### config.mk
export PLATFORM = sky130hd
export DESIGN_NAME = ice51_loader
export DESIGN_NICKNAME = d
export VERILOG_FILES = /design/src/rtl/ice51_pkg.sv /design/src/rtl/ice51_uart_rx.sv /design/src/rtl/ice51_loader.sv
export SDC_FILE = /design/constraint.sdc
export NUM_CORES = 1
export LEC_CHECK = 0
export CORE_MARGIN = 2
export CORE_UTILIZATION = 55
export DETAILED_ROUTE_END_ITERATION = 10
export HOLD_SLACK_MARGIN = 0.08
export MAX_ROUTING_LAYER = met4
export PLACE_DENSITY = 0.73
export SYNTH_ARGS = -nofsm -noshare
export SYNTH_HDL_FRONTEND = slang
export SYNTH_SLANG_ARGS = --single-unit
### constraint.sdc
create_clock -name i_clk -period 5.5 [get_ports i_clk]
set_input_delay 1.1 -clock i_clk [delete_from_list [all_inputs] [get_ports i_clk]]
set_output_delay 1.1 -clock i_clk [all_outputs]
set_load 0.02 [all_outputs]
### src/rtl/ice51_pkg.sv
// rtl/ice51_pkg.sv - shared types and constants for the ice51 UART boot loader
package ice51_pkg;

  localparam int         MEM_DEPTH_DEF = 512;
  localparam logic [7:0] ACK           = 8'hA5;
  localparam logic [7:0] NAK           = 8'h5A;

  typedef logic [8:0] code_addr_t;

  typedef enum logic [2:0] {
    ST_LEN_HI,
    ST_LEN_LO,
    ST_DATA,
    ST_REPLY,
    ST_RUN
  } loader_state_e;

  typedef enum logic [1:0] {
    RX_IDLE,
    RX_START,
    RX_DATA,
    RX_STOP
  } rx_state_e;

endpackage

### src/rtl/ice51_uart_rx.sv
// rtl/ice51_uart_rx.sv - 8N1 UART receiver with synchroniser, mid-bit sampling and framing check
module ice51_uart_rx
  import ice51_pkg::*;
#(
  parameter int CLKS_PER_BIT = 104
) (
  input  logic       i_clk,
  input  logic       i_rst,
  input  logic       i_rx,
  output logic [7:0] o_data,
  output logic       o_valid,
  output logic       o_frame_err
);

  localparam int            TW     = $clog2(CLKS_PER_BIT);
  localparam logic [TW-1:0] T_LAST = TW'(CLKS_PER_BIT - 1);
  localparam logic [TW-1:0] T_HALF = TW'(CLKS_PER_BIT / 2 - 1);

  logic          sync1_q, sync1_d;
  logic          sync2_q, sync2_d;
  logic          prev_q, prev_d;
  rx_state_e     st_q, st_d;
  logic [TW-1:0] timer_q, timer_d;
  logic [2:0]    bit_q, bit_d;
  logic [7:0]    shift_q, shift_d;
  logic [7:0]    data_q, data_d;
  logic          valid_q, valid_d;
  logic          ferr_q, ferr_d;

  always_ff @(posedge i_clk) begin
    if (i_rst) begin
      sync1_q <= 1'b1;
      sync2_q <= 1'b1;
      prev_q  <= 1'b1;
      st_q    <= RX_IDLE;
      timer_q <= '0;
      bit_q   <= '0;
      shift_q <= '0;
      data_q  <= '0;
      valid_q <= 1'b0;
      ferr_q  <= 1'b0;
    end else begin
      sync1_q <= sync1_d;
      sync2_q <= sync2_d;
      prev_q  <= prev_d;
      st_q    <= st_d;
      timer_q <= timer_d;
      bit_q   <= bit_d;
      shift_q <= shift_d;
      data_q  <= data_d;
      valid_q <= valid_d;
      ferr_q  <= ferr_d;
    end
  end

  always_comb begin
    sync1_d = i_rx;
    sync2_d = sync1_q;
    prev_d  = sync2_q;
    st_d    = st_q;
    timer_d = timer_q + TW'(1);
    bit_d   = bit_q;
    shift_d = shift_q;
    data_d  = data_q;
    valid_d = 1'b0;
    ferr_d  = 1'b0;
    case (st_q)
      RX_IDLE: begin
        timer_d = '0;
        if (prev_q && !sync2_q) st_d = RX_START;
      end
      RX_START: begin
        // Half-bit recheck rejects short glitches and aligns later samples to bit centres
        if (timer_q == T_HALF) begin
          timer_d = '0;
          bit_d   = '0;
          st_d    = sync2_q ? RX_IDLE : RX_DATA;
        end
      end
      RX_DATA: begin
        if (timer_q == T_LAST) begin
          timer_d = '0;
          shift_d = {sync2_q, shift_q[7:1]};
          bit_d   = bit_q + 3'd1;
          if (bit_q == 3'd7) st_d = RX_STOP;
        end
      end
      RX_STOP: begin
        if (timer_q == T_LAST) begin
          timer_d = '0;
          st_d    = RX_IDLE;
          if (sync2_q) begin
            valid_d = 1'b1;
            data_d  = shift_q;
          end else begin
            ferr_d = 1'b1;
          end
        end
      end
      default: st_d = RX_IDLE;
    endcase
  end

  assign o_data      = data_q;
  assign o_valid     = valid_q;
  assign o_frame_err = ferr_q;

endmodule

### src/rtl/ice51_loader.sv
// rtl/ice51_loader.sv - UART boot loader: length-prefixed image into code RAM, status reply, core release
module ice51_loader
  import ice51_pkg::*;
#(
  parameter int CLKS_PER_BIT = 104,
  parameter int MEM_DEPTH    = MEM_DEPTH_DEF
) (
  input  logic       i_clk,
  input  logic       i_rst,
  input  logic       i_uart_rx,
  output logic       o_uart_tx,
  output logic       o_code_wr,
  output logic [8:0] o_code_addr,
  output logic [7:0] o_code_data,
  output logic       o_core_nrst,
  output logic       o_busy
);

  localparam int            TW     = $clog2(CLKS_PER_BIT);
  localparam logic [TW-1:0] T_LAST = TW'(CLKS_PER_BIT - 1);

  logic [7:0] rx_data;
  logic       rx_valid;
  logic       rx_ferr;

  ice51_uart_rx #(.CLKS_PER_BIT(CLKS_PER_BIT)) u_rx (
    .i_clk      (i_clk),
    .i_rst      (i_rst),
    .i_rx       (i_uart_rx),
    .o_data     (rx_data),
    .o_valid    (rx_valid),
    .o_frame_err(rx_ferr)
  );

  loader_state_e state_q, state_d;
  logic [15:0]   len_q, len_d;
  code_addr_t    cnt_q, cnt_d;
  logic [7:0]    sum_q, sum_d;
  logic          err_q, err_d;
  logic          bad_len_q, bad_len_d;
  logic          wr_q, wr_d;
  code_addr_t    addr_q, addr_d;
  logic [7:0]    wdata_q, wdata_d;
  logic          tx_q, tx_d;
  logic          tx_act_q, tx_act_d;
  logic [18:0]   tx_shift_q, tx_shift_d;
  logic [4:0]    tx_bits_q, tx_bits_d;
  logic [TW-1:0] tx_timer_q, tx_timer_d;

  logic [15:0] len_full;
  logic [7:0]  status;

  assign len_full = {len_q[15:8], rx_data};
  assign status   = (err_q || bad_len_q) ? NAK : ACK;

  always_ff @(posedge i_clk) begin
    if (i_rst) begin
      state_q    <= ST_LEN_HI;
      len_q      <= '0;
      cnt_q      <= '0;
      sum_q      <= '0;
      err_q      <= 1'b0;
      bad_len_q  <= 1'b0;
      wr_q       <= 1'b0;
      addr_q     <= '0;
      wdata_q    <= '0;
      tx_q       <= 1'b1;
      tx_act_q   <= 1'b0;
      tx_shift_q <= '1;
      tx_bits_q  <= '0;
      tx_timer_q <= '0;
    end else begin
      state_q    <= state_d;
      len_q      <= len_d;
      cnt_q      <= cnt_d;
      sum_q      <= sum_d;
      err_q      <= err_d;
      bad_len_q  <= bad_len_d;
      wr_q       <= wr_d;
      addr_q     <= addr_d;
      wdata_q    <= wdata_d;
      tx_q       <= tx_d;
      tx_act_q   <= tx_act_d;
      tx_shift_q <= tx_shift_d;
      tx_bits_q  <= tx_bits_d;
      tx_timer_q <= tx_timer_d;
    end
  end

  always_comb begin
    state_d    = state_q;
    len_d      = len_q;
    cnt_d      = cnt_q;
    sum_d      = sum_q;
    err_d      = err_q;
    bad_len_d  = bad_len_q;
    wr_d       = 1'b0;
    addr_d     = addr_q;
    wdata_d    = wdata_q;
    tx_d       = tx_q;
    tx_act_d   = tx_act_q;
    tx_shift_d = tx_shift_q;
    tx_bits_d  = tx_bits_q;
    tx_timer_d = tx_timer_q;
    case (state_q)
      ST_LEN_HI: begin
        cnt_d     = '0;
        sum_d     = '0;
        err_d     = 1'b0;
        bad_len_d = 1'b0;
        if (rx_valid) begin
          len_d   = {rx_data, 8'h00};
          state_d = ST_LEN_LO;
        end
      end
      ST_LEN_LO: begin
        if (rx_ferr) err_d = 1'b1;
        if (rx_valid) begin
          len_d = len_full;
          if (len_full == 16'd0 || len_full > 16'(MEM_DEPTH)) begin
            bad_len_d = 1'b1;
            state_d   = ST_REPLY;
          end else begin
            state_d = ST_DATA;
          end
        end
      end
      ST_DATA: begin
        if (rx_ferr) err_d = 1'b1;
        if (rx_valid) begin
          wr_d    = 1'b1;
          addr_d  = cnt_q;
          wdata_d = rx_data;
          cnt_d   = cnt_q + 9'd1;
          sum_d   = sum_q + rx_data;
          if (len_q == 16'(cnt_q) + 16'd1) state_d = ST_REPLY;
        end
      end
      ST_REPLY: begin
        // Both reply bytes go out as one 20-bit frame: start, status, stop, start, sum, stop
        if (!tx_act_q) begin
          tx_act_d   = 1'b1;
          tx_d       = 1'b0;
          tx_shift_d = {1'b1, sum_q, 1'b0, 1'b1, status};
          tx_bits_d  = 5'd19;
          tx_timer_d = '0;
        end else if (tx_timer_q == T_LAST) begin
          tx_timer_d = '0;
          if (tx_bits_q == 5'd0) begin
            tx_act_d = 1'b0;
            state_d  = (err_q || bad_len_q) ? ST_LEN_HI : ST_RUN;
          end else begin
            tx_d       = tx_shift_q[0];
            tx_shift_d = {1'b1, tx_shift_q[18:1]};
            tx_bits_d  = tx_bits_q - 5'd1;
          end
        end else begin
          tx_timer_d = tx_timer_q + TW'(1);
        end
      end
      ST_RUN: begin
        state_d = ST_RUN;
      end
      default: state_d = ST_LEN_HI;
    endcase
  end

  assign o_uart_tx   = tx_q;
  assign o_code_wr   = wr_q;
  assign o_code_addr = addr_q;
  assign o_code_data = wdata_q;
  assign o_core_nrst = (state_q == ST_RUN);
  assign o_busy      = (state_q == ST_LEN_LO) || (state_q == ST_DATA) || (state_q == ST_REPLY);

endmodule

; ---- After elaboration in Yosys (flattened, before gate mapping)
; Index checks and enable logic that the tools add are counted.
[word_totals]
register_bits = 122
input_bits = 3
elab_cells = 148
[classes]
addsub = 7
magnitude_cmp = 1
n_eq_ne = 28
muxes = 53
n_bitwise = 4
n_reduce_logical = 30
[op_table]
columns = cell, n
row1 = 19-bit two-way mux, 3
row2 = 16-bit case mux with 2 select lines, 1
row3 = 3-bit two-way mux, 10
row4 = 7-bit two-way mux, 4
row5 = 8-bit two-way mux, 3
row6 = 7-bit case mux with 3 select lines, 1
row7 = 2-bit by 1-bit inequality test with 1-bit output (second input constant), 10
row8 = 9-bit case mux with 2 select lines, 1
row9 = 3-bit AND reduction, 6
row10 = 16-bit by 10-bit == test with 1-bit output, 1
row11 = 16-bit by 10-bit > comparator with 1-bit output (second input constant), 1
row12 = 16-bit logical NOT, 1
row13 = 16-bit two-way mux, 1
row14 = 8-bit case mux with 2 select lines, 1
row15 = 5-bit two-way mux, 3
row16 = 3-bit case mux with 5 select lines, 1
row17 = 7-bit by 1-bit adder with 7-bit output (second input constant), 2
row18 = 7-bit == test (second input constant), 2
row19 = 1-bit two-way mux, 13
row20 = 2-bit two-way mux, 6
row21 = 2-bit inequality test (second input constant), 6
row22 = 9-bit by 1-bit adder with 10-bit output (second input constant), 1
row23 = 9-bit by 1-bit adder with 9-bit output (second input constant), 1
row24 = 9-bit two-way mux, 1
row25 = 25 further kinds, 43

; ---- Longest topological paths before layout
[depth]
ltp_word = 6
ltp_mapped = 9

; ---- Hierarchy
; Synthesis repeated with hierarchy kept, for this count alone.
[unflattened]
cells_unflattened = 659
area_unflattened_um2 = 5580.4
[modules_own_cells]
columns = module, instances, cells_per_inst, area_each_um2
row1 = ice51_loader, 1, 525, 4239.1
row2 = ice51_uart_rx, 1, 134, 1341.3

; ---- Worst setup path before layout
; No wires, ideal clock.
[synth_path]
kind = flip-flop to output port
start = register state_q[0]
end = output port o_busy
arrival_time_ps = 1295
required_ps = 4400
setup_slack_ps = 3105
stages_incl_launch_ff = 5
n_path_buf = 2
path_cell_list = dfxtp_1 -> clkbuf_1 -> clkbuf_1 -> nor2_1 -> nor2_1
[synth_via]
elab_chain_cells = 3
[synth_rtl]
columns = item, line_no
row1 = "start, declared", ice51_loader.sv:35  ; loader_state_e state_q, state_d;
row2 = "start signal, assigned", ice51_loader.sv:73  ; state_q <= state_d;
row3 = 3-bit by 1-bit == test with 1-bit output or 3-bit by 2-bit == test with 1-bit output (tied branches), ice51_loader.sv:173  ; assign o_busy = (state_q == ST_LEN_LO) || (state_q == ST_DATA) || (state_q == ST_REPLY);
row4 = 1-bit logical OR, ice51_loader.sv:173
row5 = 1-bit logical OR (*), ice51_loader.sv:173
row6 = "end, declared", ice51_loader.sv:16  ; output logic o_busy
; Mark *: on every way between the ends. The rest lies on a longest branch, timed or not.

; ---- Final worst setup path
; Ends and elaborated chain as after synthesis.

==> metrics.md <==
| Metric | Value |
|---|---|
| Core Region | 9770 um2 |
| Global route hottest layer | met2 |
| FFs w/ async S/R, synth | 0% |
| Largest net degree at the start of global routing | 48 |
| Cts bufs inserted | 17 |
| VDD IR max | 254 uV |
| CTS Hold Buffers Added | 0 |
| Tcrit/Tclk final | roughly 60% |
| Area Overhead vs Synth | 14.2% |
| Share of cells above drive strength 1 | 7.62% |
| Reg clk slew, reported paths | 0.06 ns |
| Worst-margin pin slew | 1.17 ns |
| Status | finished, final reports clean |
| Slew margin rel. | 22.0% |
| Sw Ratio | 20.8% |
| Worst min-delay path category | flop to flop |
| First-pass GRT wire length | ~20000 um |
| Post-DRT Antenna Nets | 0 |
| Top-area cell type share of the netlist area | 43.7% |
| Reg2Reg Setup Slack | 2.81 ns |
| Vias in the first global route | ~4300 |
| Global route total overflow | 0 |
| Syn Nets | 673 |
| Post-Route WL | 11800 um |
| Antenna cell count | 0 |
| Number of flops mapped to enable cells by yosys | 0 |
| Minimum clock period | around 3.3 ns |
| CTS H-tree lvls | 4 |
| NetSw | 409 uW |
| Hold Path Origin | u_rx.sync1_q |
| Crit path capture type | primary output |
| Seq/Total Area, Yosys | 43.7% |
| Clock Latency Late Sink | 0.53 ns |
| Data required time of the worst path | 4.40 ns |
| Met3 usage | 5.51% |
| PwrDens | 311 nW/um2 |
| Initial antenna violation count | 0 |
| Ranking of synthesized cells by area | dfxtp_1 44%, nand2_1 6.4%, a21oi_1 5.5%, nor2_1 4.8%, ha_1 4.1% |
| # DRC | 0 |
| I/O Buffers | 23 |
| TritonCTS clock tree | yes |
| Final hold vios | 0 |
| Met2 GRT Util | between 30% and 40% |
| Row count | 36 |
| Crit Path Class | flop to primary output |
| Filler Cells Inserted | 843 |
| Final #Nets | 678 |
| Worst r2r src | state_q[0] |
| Die height | 104 um |
| Clock share of power | 53.1% |
| Placed cells | 770 |
| Vias | 4595 |
| Startpoint types | flop |
| DR WL/cell | 14.7 um |
| Clk root buf | clkbuf_8 |
| Syn_area_per_cell | about 8.5 um2 |
| Main flop type after synthesis | dfxtp_1 |
| Drt initial violations | 202 |
| Syn Inst Count | 651 |
| RSZ-0062 raised after global routing | false |
| Clk sinks | 121 |
| DPL Wire Length | 7850 um |
| Routability Congestion | 0.871 |
| Synth warn | 0 |
| Initial Utilization | roughly 57% |
| Leakage power total | 0.00243 uW |
| Final setup vio count | 0 |
| Clock Skew | approximately 0.010 ns |
| Max-Cap Viols | 0 |
| Worst path arrival time | approximately 2.2 ns |
| Max Buffers Root-to-Sink | 2 |
| Postcts setup bufs | 0 |
| Pre-antenna DRT Iters | 5 |
| Setup TNS after final layout | 0 ns |
| I/O pins | 24 |
| Slew Limit Fails | 0 |
| Met1 capacity usage during global routing | 30.0% |
| Synth area leader | dfxtp_1 |
| All-layer global routing usage | 23.6% |
| Int Pwr | 1560 uW |
| Final cell count without fillers | 802 |
| Mapped cell area | 5550 um2 |
| Setup crit start | state_q[0] |
| Die ar. | 10900 um2 |
| Synth unique cells | 70 |
| Comb pwr share | under 10% |
| Die Wd | 104 um |
| Achievable Freq | 300 MHz |
| Vias/cell | 5.73 |
| CTS resizes | 0 |
| CP Max Fanout | 24 |
| Sequential share of power | 44.8% |
| FF+latch count, synth | 121 |
## logic make-up (layout without fill, tap and decap cells)
group	Yosys count	after routing	synth area share, %
AO/OA/AOI/OAI	149	149	17.7
XOR/XNOR	27	27	4.40
adder cells (fa/ha/maj)	19	19	4.42
buffers and inverters	54	72	4.24
flip-flops	121	121	43.7
multiplexers	12	12	2.19
AND/OR/NAND/NOR	269	269	23.3
## stage by stage
stage | setup slack [ns] | hold slack [ns] | total power, uW | cell area (um2) | util [%]
2_1_floorplan | 3.11 | 0.389 | 932 | 5550 | -
3_3_place_gp | 2.76 | 0.404 | 940 | 5780 | 59.1
3_5_place_dp | 2.69 | 0.403 | 940 | 5780 | 59.1
4_1_cts | 2.18 | 0.426 | 1980 | 6330 | 64.8
5_1_grt | 2.07 | 0.440 | 2030 | 6330 | 64.8
6_report | 2.17 | 0.422 | 1970 | 6330 | 64.8
## critical path, stage by stage, from the launching register on
cell and delay (ns):
dfxtp_1 0.81, nor2_1 0.08, nor2_1 0.17, clkdlybuf4s50_1 0.64
## per-layer routing
layer,up-vias,part of all wire (%)
li1,2296,-
met1,2175,47
met2,98,46
met3,26,4.3
met4,0,2.0
met5,-,0
## power by group through the flow
stage          registers [uW]  clock network, uW  logic [uW]
2_1_floorplan             900                  0        31.7
3_3_place_gp              901                  0        39.0
3_5_place_dp              901                  0        39.7
4_1_cts                   882               1060        40.0
5_1_grt                   882               1100        44.1
6_report                  882               1040        39.9
## layout by cell type, fill, tap and decap left out, drive strengths merged, types with 5 or more instances in the layout
cell	Yosys	layout
a211oi	14	14
a21oi	62	62
a22o	7	7
a31oi	6	6
and3	6	6
clkbuf	25	24
clkdlybuf4s50	0	22
dfxtp	121	121
ha	18	18
inv	14	14
mux2i	11	11
nand2	96	96
nand3	33	33
nor2	72	72
nor2b	13	13
nor3	16	16
nor3b	5	5
o21ai	27	27
o311ai	5	5
xnor2	16	16
xor2	11	11
## Yosys cell counts, drive strengths merged, types with 6 or more instances
cell    number
ha          18
nor2b       13
xor2        11
o21ai       27
a22o         7
inv         14
a21oi       62
a31oi        6
xnor2       16
clkbuf      25
nor3        16
nor2        72
mux2i       11
dfxtp      121
nand2       96
nand3       33
and3         6
a211oi      14
buf         15
## final cells by class
| cell class | instances | area, um2 | area share (%) |
|---|---|---|---|
| multi-input cells | 476 | 2890 | 45.6 |
| flip-flops and latches | 121 | 2420 | 38.3 |
| clock buffers | 24 | 460 | 7.27 |
| repair buffers | 26 | 248 | 3.91 |
| well taps | 133 | 166 | 2.63 |
| clock inverters | 8 | 95.1 | 1.50 |
| inverters | 14 | 52.6 | 0.830 |
## sequential cells by signal, indices dropped and copies added (netlist names), 3 cells and up, named ones only
register      count
u_rx.o_data       8
len_q            16
o_code_addr       9
o_code_data       8
u_rx.bit_q        3
tx_bits_q         5
state_q           3
sum_q             8
cnt_q             9
u_rx.timer_q      7
u_rx.shift_q      8
tx_timer_q        7
tx_shift_q       18
## final timing paths
check / endpoint / depth (start not counted)
max reg2reg: cnt_q[8] / 5
min reg2reg: u_rx.prev_d / 1
min: u_rx.prev_d / 1
max: o_busy / 3
Power figures use the tool's default switching activity.
